==> src/rtl/spike_vote_decoder_if.sv <==
// rtl/spike_vote_decoder_if.sv - run control, spike lines and class decision of the spike vote decoder
interface spike_vote_decoder_if;
  logic       enable;
  logic [2:0] spike_in;
  logic [1:0] network_output;
  logic       result_valid;

  modport master (
    output enable,
    output spike_in,
    input  network_output,
    input  result_valid
  );

  modport slave (
    input  enable,
    input  spike_in,
    output network_output,
    output result_valid
  );
endinterface

==> src/rtl/spike_vote_decoder.sv <==
// rtl/spike_vote_decoder.sv - counts spike rising edges per output neuron over a fixed window and votes a class
module spike_vote_decoder #(
  parameter int WINDOW_CYCLES = 1000000,
  parameter int CNT_WIDTH     = 16
) (
  input  logic                 clk,
  input  logic                 rst,
  spike_vote_decoder_if.slave  bus
);

  localparam int WIN_W = $clog2(WINDOW_CYCLES);
  localparam logic [WIN_W-1:0]     WIN_LAST = WIN_W'(WINDOW_CYCLES - 1);
  localparam logic [CNT_WIDTH-1:0] CNT_MAX  = '1;

  typedef enum logic [1:0] {
    ST_IDLE,
    ST_COUNT,
    ST_DECIDE
  } state_t;

  state_t state;
  state_t next_state;

  logic [2:0]           sync_meta;
  logic [2:0]           sync_q;
  logic [2:0]           spike_dly;
  logic [2:0]           spike_edge;
  logic [CNT_WIDTH-1:0] cnt [3];
  logic [WIN_W-1:0]     win_cnt;
  logic [1:0]           decision;
  logic [1:0]           out_q;
  logic                 valid_q;
  logic                 count_en;
  logic                 decide_en;

  // Spike lines are asynchronous; the delay FF turns each synced high level into one edge.
  always_ff @(posedge clk or posedge rst) begin
    if (rst) begin
      sync_meta <= 3'b000;
      sync_q    <= 3'b000;
      spike_dly <= 3'b000;
    end else begin
      sync_meta <= bus.spike_in;
      sync_q    <= sync_meta;
      spike_dly <= sync_q;
    end
  end

  assign spike_edge = sync_q & ~spike_dly;

  always_ff @(posedge clk or posedge rst) begin
    if (rst) begin
      state <= ST_IDLE;
    end else begin
      state <= next_state;
    end
  end

  always_comb begin
    next_state = state;
    count_en   = 1'b0;
    decide_en  = 1'b0;
    case (state)
      ST_IDLE: begin
        if (bus.enable) begin
          next_state = ST_COUNT;
        end
      end
      ST_COUNT: begin
        count_en = 1'b1;
        if (!bus.enable) begin
          next_state = ST_IDLE;
        end else if (win_cnt == WIN_LAST) begin
          next_state = ST_DECIDE;
        end
      end
      ST_DECIDE: begin
        decide_en  = 1'b1;
        next_state = bus.enable ? ST_COUNT : ST_IDLE;
      end
      default: begin
        next_state = ST_IDLE;
      end
    endcase
  end

  // Edges seen during DECIDE seed the next window instead of being dropped.
  always_ff @(posedge clk or posedge rst) begin
    if (rst) begin
      win_cnt <= '0;
      for (int i = 0; i < 3; i++) begin
        cnt[i] <= '0;
      end
    end else if (count_en) begin
      win_cnt <= win_cnt + 1'b1;
      for (int i = 0; i < 3; i++) begin
        if (spike_edge[i] && (cnt[i] != CNT_MAX)) begin
          cnt[i] <= cnt[i] + 1'b1;
        end
      end
    end else if (decide_en) begin
      win_cnt <= '0;
      for (int i = 0; i < 3; i++) begin
        cnt[i] <= CNT_WIDTH'(spike_edge[i]);
      end
    end else begin
      win_cnt <= '0;
      for (int i = 0; i < 3; i++) begin
        cnt[i] <= '0;
      end
    end
  end

  // Only a strict maximum wins; ties (including all-zero and co-saturated counts) give 0.
  always_comb begin
    decision = 2'd0;
    if ((cnt[0] > cnt[1]) && (cnt[0] > cnt[2])) begin
      decision = 2'd1;
    end else if ((cnt[1] > cnt[0]) && (cnt[1] > cnt[2])) begin
      decision = 2'd2;
    end else if ((cnt[2] > cnt[0]) && (cnt[2] > cnt[1])) begin
      decision = 2'd3;
    end
  end

  always_ff @(posedge clk or posedge rst) begin
    if (rst) begin
      out_q   <= 2'd0;
      valid_q <= 1'b0;
    end else begin
      valid_q <= decide_en;
      if (decide_en) begin
        out_q <= decision;
      end
    end
  end

  assign bus.network_output = out_q;
  assign bus.result_valid   = valid_q;

endmodule
==> src/flat_wrapper.sv <==
// flat-port wrapper written by rule: the top's interface ports become plain ports
module spike_vote_decoder_flat 
#(
  parameter int WINDOW_CYCLES = 1000000,
  parameter int CNT_WIDTH     = 16
)
  (clk, rst, bus_enable, bus_spike_in, bus_network_output, bus_result_valid);
  spike_vote_decoder_if bus_i ();
  input  logic clk;
  input  logic rst;
  input wire logic [$bits(bus_i.enable)-1:0] bus_enable;
  input wire logic [$bits(bus_i.spike_in)-1:0] bus_spike_in;
  output wire logic [$bits(bus_i.network_output)-1:0] bus_network_output;
  output wire logic [$bits(bus_i.result_valid)-1:0] bus_result_valid;
  assign bus_i.enable = bus_enable;
  assign bus_i.spike_in = bus_spike_in;
  assign bus_network_output = bus_i.network_output;
  assign bus_result_valid = bus_i.result_valid;
  spike_vote_decoder #(.WINDOW_CYCLES(WINDOW_CYCLES), .CNT_WIDTH(CNT_WIDTH)) u_core (.clk(clk), .rst(rst), .bus(bus_i));
endmodule
==> config.mk <==
export PLATFORM = sky130hd
export DESIGN_NAME = spike_vote_decoder_flat
export DESIGN_NICKNAME = d
export VERILOG_FILES = /design/src/rtl/spike_vote_decoder_if.sv /design/src/rtl/spike_vote_decoder.sv /design/src/flat_wrapper.sv
export SDC_FILE = /design/constraint.sdc
export NUM_CORES = 1
export LEC_CHECK = 0
export ABC_AREA = 1
export ABC_CLOCK_PERIOD_IN_PS = 2450
export BUFFER_PORTS_ARGS = -buffer_cell sky130_fd_sc_hd__buf_2
export CORE_MARGIN = 5
export CORE_UTILIZATION = 55
export DETAILED_ROUTE_END_ITERATION = 8
export GPL_TIMING_DRIVEN = 0
export PLACE_DENSITY = 0.71
export SLEW_MARGIN = 20
export SYNTH_ARGS = -nofsm -noshare
export SYNTH_HDL_FRONTEND = slang
export SYNTH_SLANG_ARGS = --single-unit
==> constraint.sdc <==
create_clock -name clk -period 2.45 [get_ports clk]
set_input_delay 0.1225 -clock clk [delete_from_list [all_inputs] [get_ports clk]]
set_output_delay 0.1225 -clock clk [all_outputs]
set_load 0.02 [all_outputs]
==> results of run 1 <==
## how the worst max path moves through the flow
stage / startpoint / end / slack (ps) / cells after the start
after floorplan: rst / u_core.bus.network_output[0] / 220 / 1
after global placement: rst / u_core.cnt[46] / -800 / 2
after detailed placement: u_core.cnt[33] / u_core.cnt[32] / 470 / 10
after CTS: u_core.cnt[33] / u_core.cnt[32] / 480 / 10
after global routing: u_core.cnt[0] / u_core.cnt[6] / 250 / 9
final: u_core.cnt[33] / u_core.cnt[32] / 440 / 10
## report_power, final
group | switching [mW] | total [mW] | internal [mW] | leakage [nW]
clock | 0.571 | 1.06 | 0.490 | 0.107
combinational | 0.180 | 0.263 | 0.0838 | 1.81
sequential | 0.0220 | 1.40 | 1.37 | 1.12
## stage by stage
stage	TNS (ps)	worst slack (ps)	util
finish	0	443	0.617
global route	0	254	0.617
CTS	0	483	0.617
detailed placement	0	474	0.591
global placement	-65230	-800	0.588
floorplan	0	219	-
## state kept, by name, indices dropped and copies added, names as in the netlist
register,cells
u_core.state,2
u_core.spike_dly,3
u_core.win_cnt,20
u_core.sync_meta,3
u_core.bus.network_output,2
u_core.bus.result_valid,1
u_core.cnt,48
u_core.sync_q,3
## placed cells by master, fill, tap and decap left out, drive strengths merged, types with 15 or more instances in the layout
master	instances
a21oi	29
clkbuf	15
dfrtp	82
ha	52
inv	122
nand2	179
nand3	46
nand4	27
nor2	73
nor3	21
o21ai	56
xor2	18
## per-layer routing
metal	track usage	wire, µm
met1	0.328	6490
met2	0.398	6770
met3	0.0398	732
met4	0.107	469
met5	0	0
## worst max-delay path, stage by stage, from the launching register on
cell and delay, ps:
dfrtp_1 480, ha_1 290, nand3_1 120, inv_1 90
nand4_2 110, o21ai_2 220, inv_2 130, nor2_4 210
inv_2 100, nand2_1 60, o21ai_0 70
## cells by family (layout without fill, tap and decap cells)
kind of cell             Yosys count  count (layout)
AO/OA/AOI/OAI                    110             110
AND/OR/NAND/NOR                  359             359
XOR/XNOR                          19              19
flip-flops                        82              82
adder cells (fa/ha/maj)           52              52
buffers and inverters            127             157
## final cells by class
class | count | area (µm²)
Inverter | 118 | 448
Timing Repair Buffer | 14 | 118
Sequential cell | 82 | 2050
Clock buffer | 9 | 124
Fill cell | 896 | 3780
Buffer | 9 | 47.5
Multi-Input combinational cell | 540 | 3050
Clock inverter | 7 | 81.3
Tap cell | 133 | 166
==> results.py, run 1 <==
metrics = {
    "power_and_ir_drop": {
        "p_total_mw": 2.72,
        "ir_worst_vdd_mv": 0.276,
        "cellLeakagePower_nw": 3.03,
        "power_density_mw_per_mm2": 447,
    },
    "sta": {
        "finalHoldViolations": 0,
        "fin_hold_ws_ps": 302,
        "finalCriticalPeriod_ps": 2010,
        "rsz0062_at_grt": "no",
        "setup_violations": 0,
        "fmax_ghz": 0.498,
        "period_share": 0.819,
        "worstMarginPinSlew_ps": 715,
        "finClkSkew_ps": 11.2,
        "maxSlewViolCount": 0,
        "slew_headroom": 0.521,
    },
    "synthesis": {
        "synth_mux_area_frac": 0,
        "yosysSeqAreaShare": 0.367,
        "synthDominantCellAreaShare": 0.367,
        "ys_top_cells_by_count": "176 x nand2_1, 108 x inv_1, 82 x dfrtp_1",
        "async_reset_ff_frac": 1.00,
        "synth-edff-count": 0,
        "synth-compound-area-share": 0.113,
        "synth_cell_types": 39,
        "netlist_instances": 749,
        "netlist_area_mm2": 0.00560,
        "ys_seq_elements": 82,
        "yosys.area.top_type": "dfrtp_1",
        "synth_ff_type": "dfrtp_1",
        "yosys.cell_count.top_type": "nand2_1",
        "synth.avg_cell_area_um2": 7.47,
        "synth_warnings": 0,
        "synth.area.top_cells": "dfrtp_1 37%, nand2_1 12%, ha_1 12%, inv_1 7.2%, nor2_1 4.6%",
        "synth-simple-area-share": 0.287,
        "synth_top_family_by_area": "simple AND/OR/NAND/NOR gates",
        "synthAdderAreaFrac": 0.116,
        "synth_xor_xnor_area_share": 0.0297,
        "synth_nets": 807,
    },
    "clocking": {
        "worstSkewPairLatency_ps": 370,
        "numCtsBuffers": 9,
        "clk_pin_slew_ps": 100,
        "cts_hold_buffers": 5,
        "cts_tree": "done",
        "htreeDepth": 3,
        "post-cts-setup-buffer-count": 0,
        "cts_resized": 0,
        "clock-sinks": 82,
        "ctsLongestPathBuffers": 2,
        "cts_root_buf": "clkbuf_8",
    },
    "global_route": {
        "grt_pass1_vias": 4948,
        "grt_max_degree": 51,
        "grt_pass1_wl_um": 24600,
        "globalRouteTotalUtil": 0.247,
        "globalRoute.totalOverflow": 0,
        "antenna_found_initial": 0,
    },
    "die": {
        "design.core.area_mm2": 0.00986,
        "io_pins": 9,
        "num_rows": 36,
        "fp.dieArea_mm2": 0.0123,
        "die_h_um": 111,
        "start_util": 0.567,
        "die_x_um": 111,
    },
    "drt": {
        "vias_per_cell": 5.64,
        "wire_per_inst_um": 15.9,
        "post-route-drc-count": 0,
        "drt_iter0_drc": 327,
        "drt_first_pass_iters": 5,
        "vias": 5146,
        "wirelength_um": 14500,
        "drtAntennaViolNets": 0,
    },
    "critical_path": {
        "ff2ff_path_depth": 10,
        "timing.rr.start": "u_core.cnt[33]",
        "end_kind": "flop",
        "startpoint_type": "flop",
        "crit_required_ps": 2700,
        "crit_arrival_ps": 2260,
        "worst-setup-path-type": "reg2reg",
        "worst-path-max-fanout": 8,
        "r2r_end": "u_core.cnt[32]",
        "r2r_slack_ps": 440,
    },
    "final_layout": {
        "finalNonFillerCells": 912,
        "n_antenna_cell": 0,
        "final_nets": 832,
        "drive_gt1_frac": 0.0706,
        "area_growth_pct": 8.79,
        "fin_area_mm2": 0.00609,
    },
    "placed_design": {
        "post-place-cells": 891,
        "dp_hpwl_um": 10800,
        "placed_cell_area_mm2": 0.00583,
        "io_buffers": 8,
        "place_congestion": 0.946,
    },
    "min_path": {
        "hp-class": "in2async",
    },
    "job": {
        "drv_cap": 0,
    },
    "status": {
        "status": "completed",
    },
}
(Power assumes the default switching activity.)
==> run 2, diff against run 1 <==
Settings changed: ABC_CLOCK_PERIOD_IN_PS 2450 to 1650, PLACE_DENSITY 0.71 to 0.74.
Clock period 2.45 ns to 1.65 ns, I/O delays scaled along.
==> results.py, run 2 (synthesis gave the netlist of run 1 again) <==
metrics = {
    "global_route": {
        "globalRoute.totalOverflow": 0,
        "antenna_found_initial": 0,
        "grt_pass1_wl_um": 26000,
        "grt_max_degree": 33,
        "globalRouteTotalUtil": 0.260,
        "grt_pass1_vias": 5344,
    },
    "final_layout": {
        "final_nets": 919,
        "top_register": "u_core.cnt",
        "largest_reg_flops": 48,
        "drive_gt1_frac": 0.363,
        "area_growth_pct": 35.5,
        "final_cell_mix": "150 x nand2_1, 79 x inv_1, 70 x buf_4, 53 x dfrtp_1, 50 x nor2_1",
        "n_antenna_cell": 0,
        "finalNonFillerCells": 999,
        "reg.largest.list": "u_core.cnt: 48 flops, u_core.win_cnt: 20 flops",
        "final_common_cell": "nand2_1",
    },
    "sta": {
        "setup_violations": 40,
        "finClkSkew_ps": 13.2,
        "setup_slack_ps": -164,
        "finalCriticalPeriod_ps": 1810,
        "finalHoldViolations": 0,
        "fmax_ghz": 0.551,
        "period_share": 1.10,
        "worstMarginPinSlew_ps": 722,
        "setup_tns_ps": -3480,
        "rsz0062_at_grt": "yes",
        "slew_headroom": 0.518,
        "maxSlewViolCount": 0,
    },
    "die": {
        "die_h_um": 111,
        "num_rows": 36,
        "start_util": 0.567,
        "fp.dieArea_mm2": 0.0123,
        "io_pins": 9,
        "die_x_um": 111,
        "design.core.area_mm2": 0.00986,
    },
    "min_path": {
        "min_from": "bus_spike_in[2]",
        "hold_end": "u_core.sync_meta[2]",
        "hold_depth": 2,
        "hp-class": "in2reg",
    },
    "job": {
        "drv_cap": 0,
    },
    "critical_path": {
        "startpoint_type": "flop",
        "ff2ff_path_depth": 10,
        "r2r_slack_ps": -160,
        "r2r_end": "u_core.cnt[42]",
        "end_kind": "flop",
        "worst-setup-path-type": "reg2reg",
        "timing.rr.start": "u_core.cnt[45]",
        "worst-path-max-fanout": 4,
        "crit_required_ps": 1920,
        "crit_arrival_ps": 2090,
    },
    "placed_design": {
        "io_buffers": 8,
        "post-place-cells": 892,
        "dp_hpwl_um": 10700,
        "place_congestion": 0.978,
    },
    "clocking": {
        "cts_root_buf": "clkbuf_8",
        "worstSkewPairLatency_ps": 370,
        "ctsLongestPathBuffers": 2,
        "numCtsBuffers": 9,
        "clk_pin_slew_ps": 90,
        "clock-sinks": 82,
        "cts_tree": "done",
        "htreeDepth": 3,
    },
    "drt": {
        "vias_per_cell": 6.00,
        "post-route-drc-count": 0,
        "drtAntennaViolNets": 0,
        "wire_per_inst_um": 18.3,
        "drt_first_pass_iters": 6,
        "wirelength_um": 18300,
        "drt_iter0_drc": 460,
        "vias": 5990,
    },
    "power_and_ir_drop": {
        "cellLeakagePower_nw": 3.68,
        "ir_worst_vdd_mv": 0.441,
        "power_density_mw_per_mm2": 542,
    },
    "status": {
        "violations": "setup timing",
        "status": "finished with violations",
    },
}
run 2: metal layers:
| metal | up-vias | share of wire | track usage | wire [µm] |
|---|---|---|---|---|
| li1 | 2700 | - | - | - |
| met1 | 2850 | 0.38 | 0.332 | 6880 |
| met2 | 317 | 0.48 | 0.437 | 8780 |
| met3 | 123 | 0.080 | 0.0398 | 1470 |
| met4 | 0 | 0.062 | 0.110 | 1120 |
| met5 | - | 0 | 0 | 0 |
run 2: critical path, cell delays in order (launching register included):
cell,delay (ps)
dfrtp_2,500
buf_6,140
nand3_2,70
nor2_2,120
nand4_1,180
o21ai_4,250
inv_2,80
nor2_4,130
buf_6,130
nand2_2,50
o31ai_2,60
run 2: stage by stage:
step	utilization	worst slack, ps	power (mW)	hold WS, ps	cell area (µm²)
after floorplan	-	6.22	2.37	114	5600
after global placement	0.589	-308	2.47	190	5810
after detailed placement	0.593	-322	2.50	195	5850
after CTS	0.689	-25.7	3.98	337	6800
after global routing	0.769	-282	4.23	357	7580
final	0.769	-164	4.11	346	7580
run 2: what timing repair did:
action,CTS,global route
hold buffers,5,0
gates resized for setup,93,155
hold endpoints to repair,34,0
cloned,0,1
pin swaps,21,45
buffers inserted,51,35
endpoints found under the setup margin,70,59
run 2: how the worst max path moves through the flow:
stage / slack (ps) / endpoint / start / cells past startpoint
detailed placement: -320 / u_core.cnt[42] / u_core.state[1] / 4
CTS: -30 / u_core.bus.network_output[0] / u_core.cnt[33] / 13
finish: -160 / u_core.cnt[42] / u_core.cnt[45] / 10
global placement: -310 / u_core.cnt[32] / u_core.cnt[33] / 10
floorplan: 6 / u_core.cnt[27] / u_core.cnt[16] / 9
global route: -280 / u_core.cnt[45] / u_core.cnt[45] / 10
run 2: final cells by class:
class                           instances  area [µm²]
Multi-Input combinational cell        540        3750
Fill cell                             614        2280
Sequential cell                        82        2090
Timing Repair Buffer                  101         866
Inverter                              118         467
Tap cell                              133         166
Clock buffer                           11         141
Buffer                                  9        71.3
Clock inverter                          5        37.5
run 2: power by group:
part / internal [mW] / switching [mW] / total [mW]
Clock: 0.595 / 0.841 / 1.44
Combinational: 0.238 / 0.361 / 0.599
Sequential: 2.04 / 0.0355 / 2.08
Total: 2.87 / 1.24 / 4.11
==> run 3, diff against run 2 <==
Settings changed: CTS_CLUSTER_SIZE from default to 10, TNS_END_PERCENT from default to 20.
==> results.py, run 3 (synthesis gave the netlist of run 1 again) <==
metrics = {
    "drt": {
        "wire_per_inst_um": 17.6,
        "drtAntennaViolNets": 0,
        "vias": 5786,
        "drt_first_pass_iters": 5,
        "vias_per_cell": 5.92,
        "drt_iter0_drc": 468,
        "post-route-drc-count": 0,
        "wirelength_um": 17300,
    },
    "sta": {
        "setup_violations": 37,
        "finClkSkew_ps": 12.4,
        "slew_headroom": 0.516,
        "setup_slack_ps": -128,
        "fmax_ghz": 0.562,
        "finalCriticalPeriod_ps": 1780,
        "maxSlewViolCount": 0,
        "worstMarginPinSlew_ps": 725,
        "finalHoldViolations": 0,
        "period_share": 1.08,
        "rsz0062_at_grt": "yes",
        "fin_hold_ws_ps": 342,
    },
    "critical_path": {
        "crit_arrival_ps": 2060,
        "crit_required_ps": 1930,
        "cp_slowest_cell": "dfrtp_2",
        "timing.rr.start": "u_core.cnt[43]",
        "crit_chain": "buf_4, nand2_1, inv_2, nand4_1, o21ai_4, inv_2, nor2_4, buf_6, nand2_4, o31ai_4",
        "max_stage_delay_ps": 500,
        "startpoint_type": "flop",
        "crit_family": "flip-flops",
        "path_buf_inv": 4,
        "end_kind": "flop",
        "worst-setup-path-type": "reg2reg",
        "crit_top_cell": "inv_2",
        "worst-path-max-fanout": 6,
        "startpoint": "u_core.cnt[43]",
    },
    "status": {
        "violations": "setup timing",
        "status": "finished with violations",
    },
    "global_route": {
        "globalRouteTotalUtil": 0.251,
        "use_met3": 0.0415,
        "globalRoute.totalOverflow": 0,
        "grt_util_met2": 0.414,
        "grt_max_degree": 33,
        "grt_pass1_vias": 5116,
        "grt_pass1_wl_um": 24900,
        "grt_util_met1": 0.328,
        "antenna_found_initial": 0,
        "top_usage_layer": "met2",
    },
    "clocking": {
        "clock-sinks": 82,
        "clk_pin_slew_ps": 90,
        "cts_root_buf": "clkbuf_8",
        "worstSkewPairLatency_ps": 380,
        "ctsLongestPathBuffers": 2,
        "htreeDepth": 3,
        "numCtsBuffers": 9,
        "cts_tree": "done",
    },
    "final_layout": {
        "final_cell_mix": "154 x nand2_1, 83 x inv_1, 55 x buf_4, 53 x nor2_1, 52 x dfrtp_1",
        "post-route-util": 0.741,
        "final_nets": 898,
        "finalNonFillerCells": 978,
        "drive_gt1_frac": 0.316,
        "top_register": "u_core.cnt",
        "n_fill_cell": 667,
        "largest_reg_flops": 48,
        "reg.largest.list": "u_core.cnt: 48 flops, u_core.win_cnt: 20 flops",
        "n_antenna_cell": 0,
        "area_growth_pct": 30.7,
        "final_common_cell": "nand2_1",
    },
    "placed_design": {
        "post-place-cells": 892,
        "place_congestion": 0.978,
        "io_buffers": 8,
        "dp_hpwl_um": 10700,
    },
    "die": {
        "design.core.area_mm2": 0.00986,
        "die_x_um": 111,
        "num_rows": 36,
        "io_pins": 9,
        "fp.dieArea_mm2": 0.0123,
        "die_h_um": 111,
        "start_util": 0.567,
    },
    "power_and_ir_drop": {
        "ir_worst_vdd_mv": 0.435,
        "power_density_mw_per_mm2": 555,
        "cellLeakagePower_nw": 3.55,
    },
    "min_path": {
        "hp-class": "in2reg",
        "min_from": "bus_spike_in[2]",
    },
    "job": {
        "drv_cap": 0,
    },
}
-- run 3: cell types whose count changed in the layout (fill, tap and decap cells not counted), sizes merged --
cell    before  now
clkbuf      18   16
buf         98   79
-- run 3: repair_timing --
item	CTS	global route
gates resized for setup	58	156
pin swaps	7	34
buffers inserted	33	32
hold buffers	5	0
hold endpoints to repair	34	0
setup endpoints to repair	70	60
-- run 3: worst reg2reg max path, cell delays in order, from the launching register on --
cell     delay (ps)
dfrtp_2         500
buf_4           160
nand2_1         100
inv_2           100
nand4_1         150
o21ai_4         220
inv_2            80
nor2_4          130
buf_6           150
nand2_4          50
o31ai_4          60
-- run 3: layer usage --
metal / vias up / wire [µm]
met5: - / 0
met4: 0 / 953
met3: 80 / 1150
met2: 271 / 8300
met1: 2763 / 6860
li1: 2672 / -
-- run 3: worst paths after layout --
check                                      end  slack [ps]  cells after the start
hold / removal             u_core.sync_meta[2]         340                      2
max in group asynchronous       u_core.cnt[26]         660                      4
setup / recovery                u_core.cnt[42]        -130                     10
min in group asynchronous  u_core.sync_meta[1]         370                      3
setup reg to reg                u_core.cnt[42]        -130                     10
hold reg to reg               u_core.sync_q[0]         350                      0
-- run 3: cell type report --
type	count	area, µm²	area share
buffer	9	63.8	0.00873
clock inverter	5	37.5	0.00513
tap	133	166	0.0228
timing repair buffer	80	684	0.0936
clock buffer	11	141	0.0193
inverter	118	469	0.0642
sequential	82	2090	0.286
multi-input combinational	540	3660	0.501
-- run 3: report_power, final --
group	switching, mW	leakage (nW)	internal [mW]
Clock	0.819	0.0859	0.594
Combinational	0.354	2.40	0.219
Sequential	0.0300	1.07	2.04
-- run 3: through the flow --
stage,total power [mW],area (µm²),setup WS (ps),TNS (ps)
3_3_place_gp,2.47,5810,-308,-8400
3_5_place_dp,2.50,5850,-322,-11080
2_1_floorplan,2.37,5600,6.22,0
5_1_grt,4.19,7310,-221,-5060
6_report,4.06,7310,-128,-2130
4_1_cts,3.95,6450,-56.8,-284
